--- config.mk ---
export PLATFORM = sky130hd
export DESIGN_NAME = wb_stage_flat
export DESIGN_NICKNAME = d
export VERILOG_FILES = /design/src/rtl/ee469_pkg.sv /design/src/rtl/wb_stage_if.sv /design/src/rtl/wb_timeout.sv /design/src/rtl/wb_stage.sv /design/src/flat_wrapper.sv
export SDC_FILE = /design/constraint.sdc
export NUM_CORES = 1
export LEC_CHECK = 0
export CORE_ASPECT_RATIO = 1.2
export CORE_MARGIN = 10
export CORE_UTILIZATION = 37
export CTS_CLUSTER_DIAMETER = 60
export DETAILED_ROUTE_END_ITERATION = 10
export HOLD_SLACK_MARGIN = 0.15
export PLACE_DENSITY = 0.87
export SYNTH_ARGS = -nofsm -noshare
export SYNTH_HDL_FRONTEND = slang
export SYNTH_SLANG_ARGS = --single-unit
--- constraint.sdc ---
create_clock -name clk -period 2.6 [get_ports clk]
set_clock_uncertainty 0.15 [all_clocks]
set_input_delay 0.52 -clock clk [delete_from_list [all_inputs] [get_ports clk]]
set_output_delay 0.52 -clock clk [all_outputs]
set_load 0.05 [all_outputs]
--- src/rtl/ee469_pkg.sv ---
// Shared writeback-stage types and constants for the ee469 pipeline.
// Imported by wb_stage and its interface.
package ee469_pkg;

    typedef enum logic [1:0] {
        IDLE     = 2'd0,
        WAIT_MEM = 2'd1,
        WRITE    = 2'd2
    } wb_state_t;

    localparam logic [4:0] XZR_ADDR = 5'd31;

    // LDURB zero-extends the low byte; LDUR takes the full doubleword.
    function automatic logic [63:0] load_data(input logic is_byte, input logic [63:0] rdata);
        return is_byte ? {56'b0, rdata[7:0]} : rdata;
    endfunction

endpackage

--- src/rtl/wb_stage_if.sv ---
// MEM->WB handshake, load-return and register-file write bundle for wb_stage.
interface wb_stage_if;
    logic        valid_in;
    logic        RegWrite_in;
    logic        load_in;
    logic        byte_in;
    logic        MOVsel_in;
    logic [4:0]  Aw_in;
    logic [63:0] ALUout_in;
    logic [63:0] MOVout_in;
    logic [63:0] mem_rdata;
    logic        mem_rvalid;
    logic        flush;
    logic        RegWrite;
    logic [4:0]  AwWB;
    logic [63:0] Dw;
    logic        stall;
    logic        timeout_err;

    modport master (
        output valid_in, RegWrite_in, load_in, byte_in, MOVsel_in, Aw_in,
               ALUout_in, MOVout_in, mem_rdata, mem_rvalid, flush,
        input  RegWrite, AwWB, Dw, stall, timeout_err
    );

    modport slave (
        input  valid_in, RegWrite_in, load_in, byte_in, MOVsel_in, Aw_in,
               ALUout_in, MOVout_in, mem_rdata, mem_rvalid, flush,
        output RegWrite, AwWB, Dw, stall, timeout_err
    );
endinterface

--- src/rtl/wb_timeout.sv ---
// Load-wait cycle counter and sticky timeout flag for wb_stage.
// Only instantiated when WB_TIMEOUT_EN is defined.
module wb_timeout #(
    parameter int unsigned TIMEOUT_CYCLES = 16
) (
    input  logic clk,
    input  logic reset_n,
    input  logic enter,
    input  logic waiting,
    input  logic cancel,
    output logic expire,
    output logic err
);

    // Expiry is flagged on the wait edge that brings the count to TIMEOUT_CYCLES.
    localparam logic [7:0] LAST = 8'(TIMEOUT_CYCLES - 1);

    logic [7:0] cnt;

    assign expire = waiting && (cnt == LAST);

    always_ff @(posedge clk or negedge reset_n) begin
        if (!reset_n) begin
            cnt <= '0;
            err <= 1'b0;
        end else begin
            if (enter)
                cnt <= '0;
            else if (waiting && cnt != '1)
                cnt <= cnt + 8'd1;
            if (expire && !cancel)
                err <= 1'b1;
        end
    end

endmodule

--- src/rtl/wb_stage.sv ---
// Writeback stage: buffers one instruction, waits for load data, drives the RF write port.
// Optional load-wait timeout enabled by defining WB_TIMEOUT_EN.
module wb_stage
    import ee469_pkg::*;
#(
    parameter int unsigned TIMEOUT_CYCLES = 16
) (
    input logic       clk,
    input logic       reset_n,
    wb_stage_if.slave wb
);

    if (TIMEOUT_CYCLES < 2 || TIMEOUT_CYCLES > 255) begin : g_bad_cfg
        $error("wb_stage: TIMEOUT_CYCLES must be in 2..255");
    end

    wb_state_t   state;
    logic        ld_byte;
    logic        ld_rw;
    logic [4:0]  ld_aw;
    logic        wr_q;
    logic [4:0]  aw_q;
    logic [63:0] dw_q;
    logic        waiting;
    logic        expire;

    assign waiting     = (state == WAIT_MEM);
    assign wb.stall    = waiting;
    assign wb.RegWrite = wr_q;
    assign wb.AwWB     = aw_q;
    assign wb.Dw       = dw_q;

`ifdef WB_TIMEOUT_EN
    logic enter_wait;
    assign enter_wait = !waiting && wb.valid_in && wb.load_in && !wb.flush;

    wb_timeout #(.TIMEOUT_CYCLES(TIMEOUT_CYCLES)) u_timeout (
        .clk     (clk),
        .reset_n (reset_n),
        .enter   (enter_wait),
        .waiting (waiting),
        .cancel  (wb.flush || wb.mem_rvalid),
        .expire  (expire),
        .err     (wb.timeout_err)
    );
`else
    assign expire         = 1'b0;
    assign wb.timeout_err = 1'b0;
`endif

    // Write-port outputs are registered and default to zero; they are loaded only on entry to WRITE.
    always_ff @(posedge clk or negedge reset_n) begin
        if (!reset_n) begin
            state   <= IDLE;
            ld_byte <= 1'b0;
            ld_rw   <= 1'b0;
            ld_aw   <= '0;
            wr_q    <= 1'b0;
            aw_q    <= '0;
            dw_q    <= '0;
        end else begin
            wr_q <= 1'b0;
            aw_q <= '0;
            dw_q <= '0;
            unique case (state)
                WAIT_MEM: begin
                    if (wb.flush) begin
                        state <= IDLE;
                    end else if (wb.mem_rvalid) begin
                        state <= WRITE;
                        aw_q  <= ld_aw;
                        dw_q  <= load_data(ld_byte, wb.mem_rdata);
                        wr_q  <= ld_rw && (ld_aw != XZR_ADDR);
                    end else if (expire) begin
                        state <= IDLE;
                    end
                end
                IDLE, WRITE: begin
                    if (wb.flush || !wb.valid_in) begin
                        state <= IDLE;
                    end else if (wb.load_in) begin
                        state   <= WAIT_MEM;
                        ld_aw   <= wb.Aw_in;
                        ld_byte <= wb.byte_in;
                        ld_rw   <= wb.RegWrite_in;
                    end else begin
                        state <= WRITE;
                        aw_q  <= wb.Aw_in;
                        dw_q  <= wb.MOVsel_in ? wb.MOVout_in : wb.ALUout_in;
                        wr_q  <= wb.RegWrite_in && (wb.Aw_in != XZR_ADDR);
                    end
                end
                default: state <= IDLE;
            endcase
        end
    end

endmodule

--- src/flat_wrapper.sv ---
// flat-port wrapper written by rule: the top's interface ports become plain ports
module wb_stage_flat import ee469_pkg::*;
#(
    parameter int unsigned TIMEOUT_CYCLES = 16
)
  (clk, reset_n, wb_valid_in, wb_RegWrite_in, wb_load_in, wb_byte_in, wb_MOVsel_in, wb_Aw_in, wb_ALUout_in, wb_MOVout_in, wb_mem_rdata, wb_mem_rvalid, wb_flush, wb_RegWrite, wb_AwWB, wb_Dw, wb_stall, wb_timeout_err);
  wb_stage_if wb_i ();
  input logic clk;
  input logic reset_n;
  input wire logic [$bits(wb_i.valid_in)-1:0] wb_valid_in;
  input wire logic [$bits(wb_i.RegWrite_in)-1:0] wb_RegWrite_in;
  input wire logic [$bits(wb_i.load_in)-1:0] wb_load_in;
  input wire logic [$bits(wb_i.byte_in)-1:0] wb_byte_in;
  input wire logic [$bits(wb_i.MOVsel_in)-1:0] wb_MOVsel_in;
  input wire logic [$bits(wb_i.Aw_in)-1:0] wb_Aw_in;
  input wire logic [$bits(wb_i.ALUout_in)-1:0] wb_ALUout_in;
  input wire logic [$bits(wb_i.MOVout_in)-1:0] wb_MOVout_in;
  input wire logic [$bits(wb_i.mem_rdata)-1:0] wb_mem_rdata;
  input wire logic [$bits(wb_i.mem_rvalid)-1:0] wb_mem_rvalid;
  input wire logic [$bits(wb_i.flush)-1:0] wb_flush;
  output wire logic [$bits(wb_i.RegWrite)-1:0] wb_RegWrite;
  output wire logic [$bits(wb_i.AwWB)-1:0] wb_AwWB;
  output wire logic [$bits(wb_i.Dw)-1:0] wb_Dw;
  output wire logic [$bits(wb_i.stall)-1:0] wb_stall;
  output wire logic [$bits(wb_i.timeout_err)-1:0] wb_timeout_err;
  assign wb_i.valid_in = wb_valid_in;
  assign wb_i.RegWrite_in = wb_RegWrite_in;
  assign wb_i.load_in = wb_load_in;
  assign wb_i.byte_in = wb_byte_in;
  assign wb_i.MOVsel_in = wb_MOVsel_in;
  assign wb_i.Aw_in = wb_Aw_in;
  assign wb_i.ALUout_in = wb_ALUout_in;
  assign wb_i.MOVout_in = wb_MOVout_in;
  assign wb_i.mem_rdata = wb_mem_rdata;
  assign wb_i.mem_rvalid = wb_mem_rvalid;
  assign wb_i.flush = wb_flush;
  assign wb_RegWrite = wb_i.RegWrite;
  assign wb_AwWB = wb_i.AwWB;
  assign wb_Dw = wb_i.Dw;
  assign wb_stall = wb_i.stall;
  assign wb_timeout_err = wb_i.timeout_err;
  wb_stage #(.TIMEOUT_CYCLES(TIMEOUT_CYCLES)) u_core (.clk(clk), .reset_n(reset_n), .wb(wb_i));
endmodule
# Word level (Yosys, flattened, before mapping)
# Index checks and enable logic that the tools add are counted.
# classes
n_mux	22
reduce_logical	7
n_eq_ne	5
n_bitwise	1
# op_table
operator	count
64-bit 2-to-1 mux	6
64-bit one-hot mux with 2 select lines	1
5-bit 2-to-1 mux	4
5-bit != test (second input constant)	2
5-bit one-hot mux with 2 select lines	1
2-bit 2-to-1 mux	4
1-bit 2-to-1 mux	4
2-bit one-hot mux with 2 select lines	1
3-bit != test (second input constant)	1
3-bit AND reduction	1
2-bit by 1-bit == test with 1-bit output (second input constant)	1
2-bit == test (second input constant)	1
1-bit logical AND	2
2-bit logical NOT	1
1-bit one-hot mux with 2 select lines	1
2-bit OR reduction	1
1-bit logical NOT	1
1-bit logical OR	1
1-bit inverter	1
# totals
in_bits	206
reg_bits	79
elab_cells	42

# Logic depth before layout (Yosys ltp)
# logic_depth
depth_word	5
mapped_depth	6
depth_no_buf	3

# Worst setup path before layout
# Ideal clock, no wire load.
# synth_path
path_kind	reg2out
from	register u_core.state[0]
to	output wb_stall
stages_incl_launch_ff	2
arrival_ns	1.102
required_ns	1.930
n_path_buf	0
slack_ns	0.828
path_cell_list	dfrtp_1 nor2b_1
# synth_between
elab_chain_cells	1
# synth_lines
element	line_no	source
from (decl)	wb_stage.sv:17	wb_state_t state;
from (signal assigned)	wb_stage.sv:54	state <= IDLE;
from (signal assigned)	wb_stage.sv:68	state <= IDLE;
from (signal assigned)	wb_stage.sv:70	state <= WRITE;
2-bit by 1-bit == test with 1-bit output	wb_stage.sv:27	assign waiting = (state == WAIT_MEM);
to (decl)	flat_wrapper.sv:24	output wire logic [$bits(wb_i.stall)-1:0] wb_stall;
# No other way between the ends.

# Worst setup path after layout
# layout_path
from	register u_core.state[1]
to	output wb_stall
# Same word-level chain as after synthesis.

==> reports/summary.txt <==
Fillers: 677
Mapped Area: 3700 um^2
Setup TNS Final: 0 ns
Starting Density: 38.3%
cts hold-fix bufs: 1
Mapped Nets: 475
total grt overflow: 0
post-DP HPWL: 12.4 mm
Final Max Tran Viols: 0
DR pass1 iterations: 4
Die Ht: 130 um
clk sink count: 79
die width: 111 um
first-pass GRT wire length: 22.8 mm
Final #Nets: 748
Comb pwr share: 23.7%
antenna violations before repair: 1
worst skew pair latency: 0.33 ns
Slew HR: 58.8%
Detailed Route Iter0 Violations: 110
die area: 14400 um^2
placed insts: 653
CP delay by family, top: buffers and inverters
DRT antenna net count: 0
status: completed
WL per Instance: 22.6 um
CTS-repair resized insts: 0
CP max-delay cell: clkdlybuf4s50_1
endpoints failing setup: 0
I/O pin count: 278
post-DR vias/cell: 5.01
CP max FO: 2
clk slew on worst S/H paths: 0.06 ns
CP Data Arrival Time: 1.83 ns
HP Class: flop to flop
CTS Buf Count: 9
CTS tree: yes
CP Buf/Inv Count: 1
setup bufs post-CTS: 0
# rows: 39
Synth Instances: 269
final cell count without fillers: 670
Fmax: 400 MHz
register area share after synthesis: 53.4%
Worst Setup End Kind: primary output
Yosys warning total: 0
total power: 3.42 mW
Post-Route WL: 15.2 mm
top-area cell type share of the netlist area: 53.4%
Distinct cells, synth: 26
Peak VDD IR: 338 uV
core region area: 9660 um^2
Clock Power Share: 37.5%
residual DRC count: 0
crit start category: flop
Mapped Avg Cell Area: 13.8 um^2
Final Hold Viols: 0
Synth Register Bits: 79
RSZ-0062 raised after global routing: false
placer's final routability congestion estimate: 0.819
Max-cap violations: 0
vias in the first global route: 3937
Period minus WS final: 2.50 ns
CP Cell Sequence: nor2b_1 -> clkdlybuf4s50_1
largest net degree at the start of global routing: 46
most area-consuming cells after synthesis: dfrtp_1 (53%), mux2i_1 (17%), o2bb2ai_1 (8.5%), o2bb2ai_2 (8.1%), mux2_2 (2.1%)
Area growth syn-to-layout: 86.2%
DR vias: 3360
layout cell share with drive strength beyond 1: 10.2%
CTS H-tree depth: 3
Net Sw Frac: 25.3%
Worst Tran Pin Value: 0.615 ns
Leak Pwr: 2.96 nW
critical path class: flop to primary output
largest area contributor in the netlist: dfrtp_1
Antenna diodes: 0
total global-route track usage: 20.4%
Req. time, crit path: 1.93 ns
pwr/cell area: 496 nW/um^2
Internal Power: 2.56 mW
Critical Path Max Stage Delay: 0.88 ns
IO Port Bufs: 276
clk buf depth: 2
part of the cycle the worst path needs: 96.1%
sequential share of power: 38.8%
net switching power: 865 uW
clock root cell: clkbuf_16
-- sequential cells by signal, summed over array words and instances (netlist names) --
signal,cells
u_core.wb.Dw,64
u_core.ld_aw,5
u_core.wb.AwWB,5
u_core.state,2
u_core.ld_byte,1
u_core.ld_rw,1
u_core.wb.RegWrite,1
-- kinds of logic (layout without fill, tap and decap cells) --
family                 after synthesis  after routing  synth area share, %
flip-flops                          79             79                 53.4
other                                1              1                0.101
multiplexers                        71             71                 19.4
buffers and inverters               24            302                 4.66
AND/OR/NAND/NOR                     21             21                 2.91
AO/OA/AOI/OAI                       73             73                 19.6
-- path summary, 6_finish.rpt --
check	startpoint	end	slack [ns]	cells past startpoint
setup / recovery	u_core.state[1]	wb_stall	0.10	2
hold reg to reg	u_core.ld_byte	u_core.ld_byte	0.37	1
setup reg to reg	u_core.state[0]	u_core.ld_aw[3]	0.98	3
max in group asynchronous	reset_n	u_core.wb.Dw[21]	1.15	3
min in group asynchronous	reset_n	u_core.wb.Dw[2]	0.53	2
hold / removal	u_core.ld_byte	u_core.ld_byte	0.37	1
-- routing by layer --
layer | track usage, % | share of wire [%] | routed length (um) | vias to the layer above
met3 | 7.20 | 8.4 | 1270 | 24
met1 | 20.7 | 36 | 5410 | 1588
met4 | 7.27 | 2.3 | 349 | 2
li1 | - | - | - | 1558
met5 | 0 | 0.073 | 11 | -
met2 | 38.0 | 54 | 8120 | 188
-- layout by cell type (no fill, tap or decap), types with 2 or more instances in the layout --
cell type / instances
clkinv_2: 2
mux2_2: 7
nand2_1: 10
nand3_1: 2
clkbuf_8: 3
dfrtp_1: 79
nor2_1: 2
buf_12: 4
o2bb2ai_2: 20
a22o_1: 5
o21ai_0: 10
clkdlybuf4s50_1: 274
buf_4: 7
mux2i_1: 64
o2bb2ai_1: 36
clkbuf_16: 9
-- synthesized netlist by cell type, drive strengths merged --
| master | instances |
|---|---|
| a21o | 1 |
| a22o | 5 |
| and2b | 1 |
| and3 | 1 |
| buf | 19 |
| clkbuf | 5 |
| conb | 1 |
| dfrtp | 79 |
| mux2 | 7 |
| mux2i | 64 |
| nand2 | 10 |
| nand3 | 2 |
| nand3b | 1 |
| nor2 | 2 |
| nor2b | 1 |
| nor4b | 1 |
| nor4bb | 1 |
| o211ai | 1 |
| o21ai | 10 |
| o2bb2ai | 56 |
| or2 | 1 |
-- final cells by class --
type / instances / area [um^2] / area share, %
Tap cell: 123 / 154 / 2.23
Sequential cell: 79 / 1980 / 28.7
Timing Repair Buffer: 286 / 2890 / 41.8
Clock buffer: 13 / 270 / 3.92
Multi-Input combinational cell: 166 / 1570 / 22.8
Clock inverter: 3 / 40.0 / 0.580
-- power by group through the flow --
stage	clock [mW]	combinational (mW)	sequential, mW
2_1_floorplan	0	0.181	1.49
3_3_place_gp	0	0.795	1.34
3_5_place_dp	0	0.813	1.35
4_1_cts	1.31	0.819	1.33
5_1_grt	1.37	0.858	1.33
6_report	1.28	0.810	1.33
-- through the flow --
stage                     cell area (um^2)  utilization [%]  hold WS (ns)  setup WS [ns]
after floorplan                       3700                -        0.0744          0.828
after global placement                6580             68.1         0.338          0.432
after detailed placement              6580             68.1         0.354          0.345
after CTS                             6900             71.4         0.371         0.0901
after global routing                  6900             71.4         0.399         0.0848
final                                 6900             71.4         0.372          0.100
Note: power is estimated with default switching activity, not from simulation.
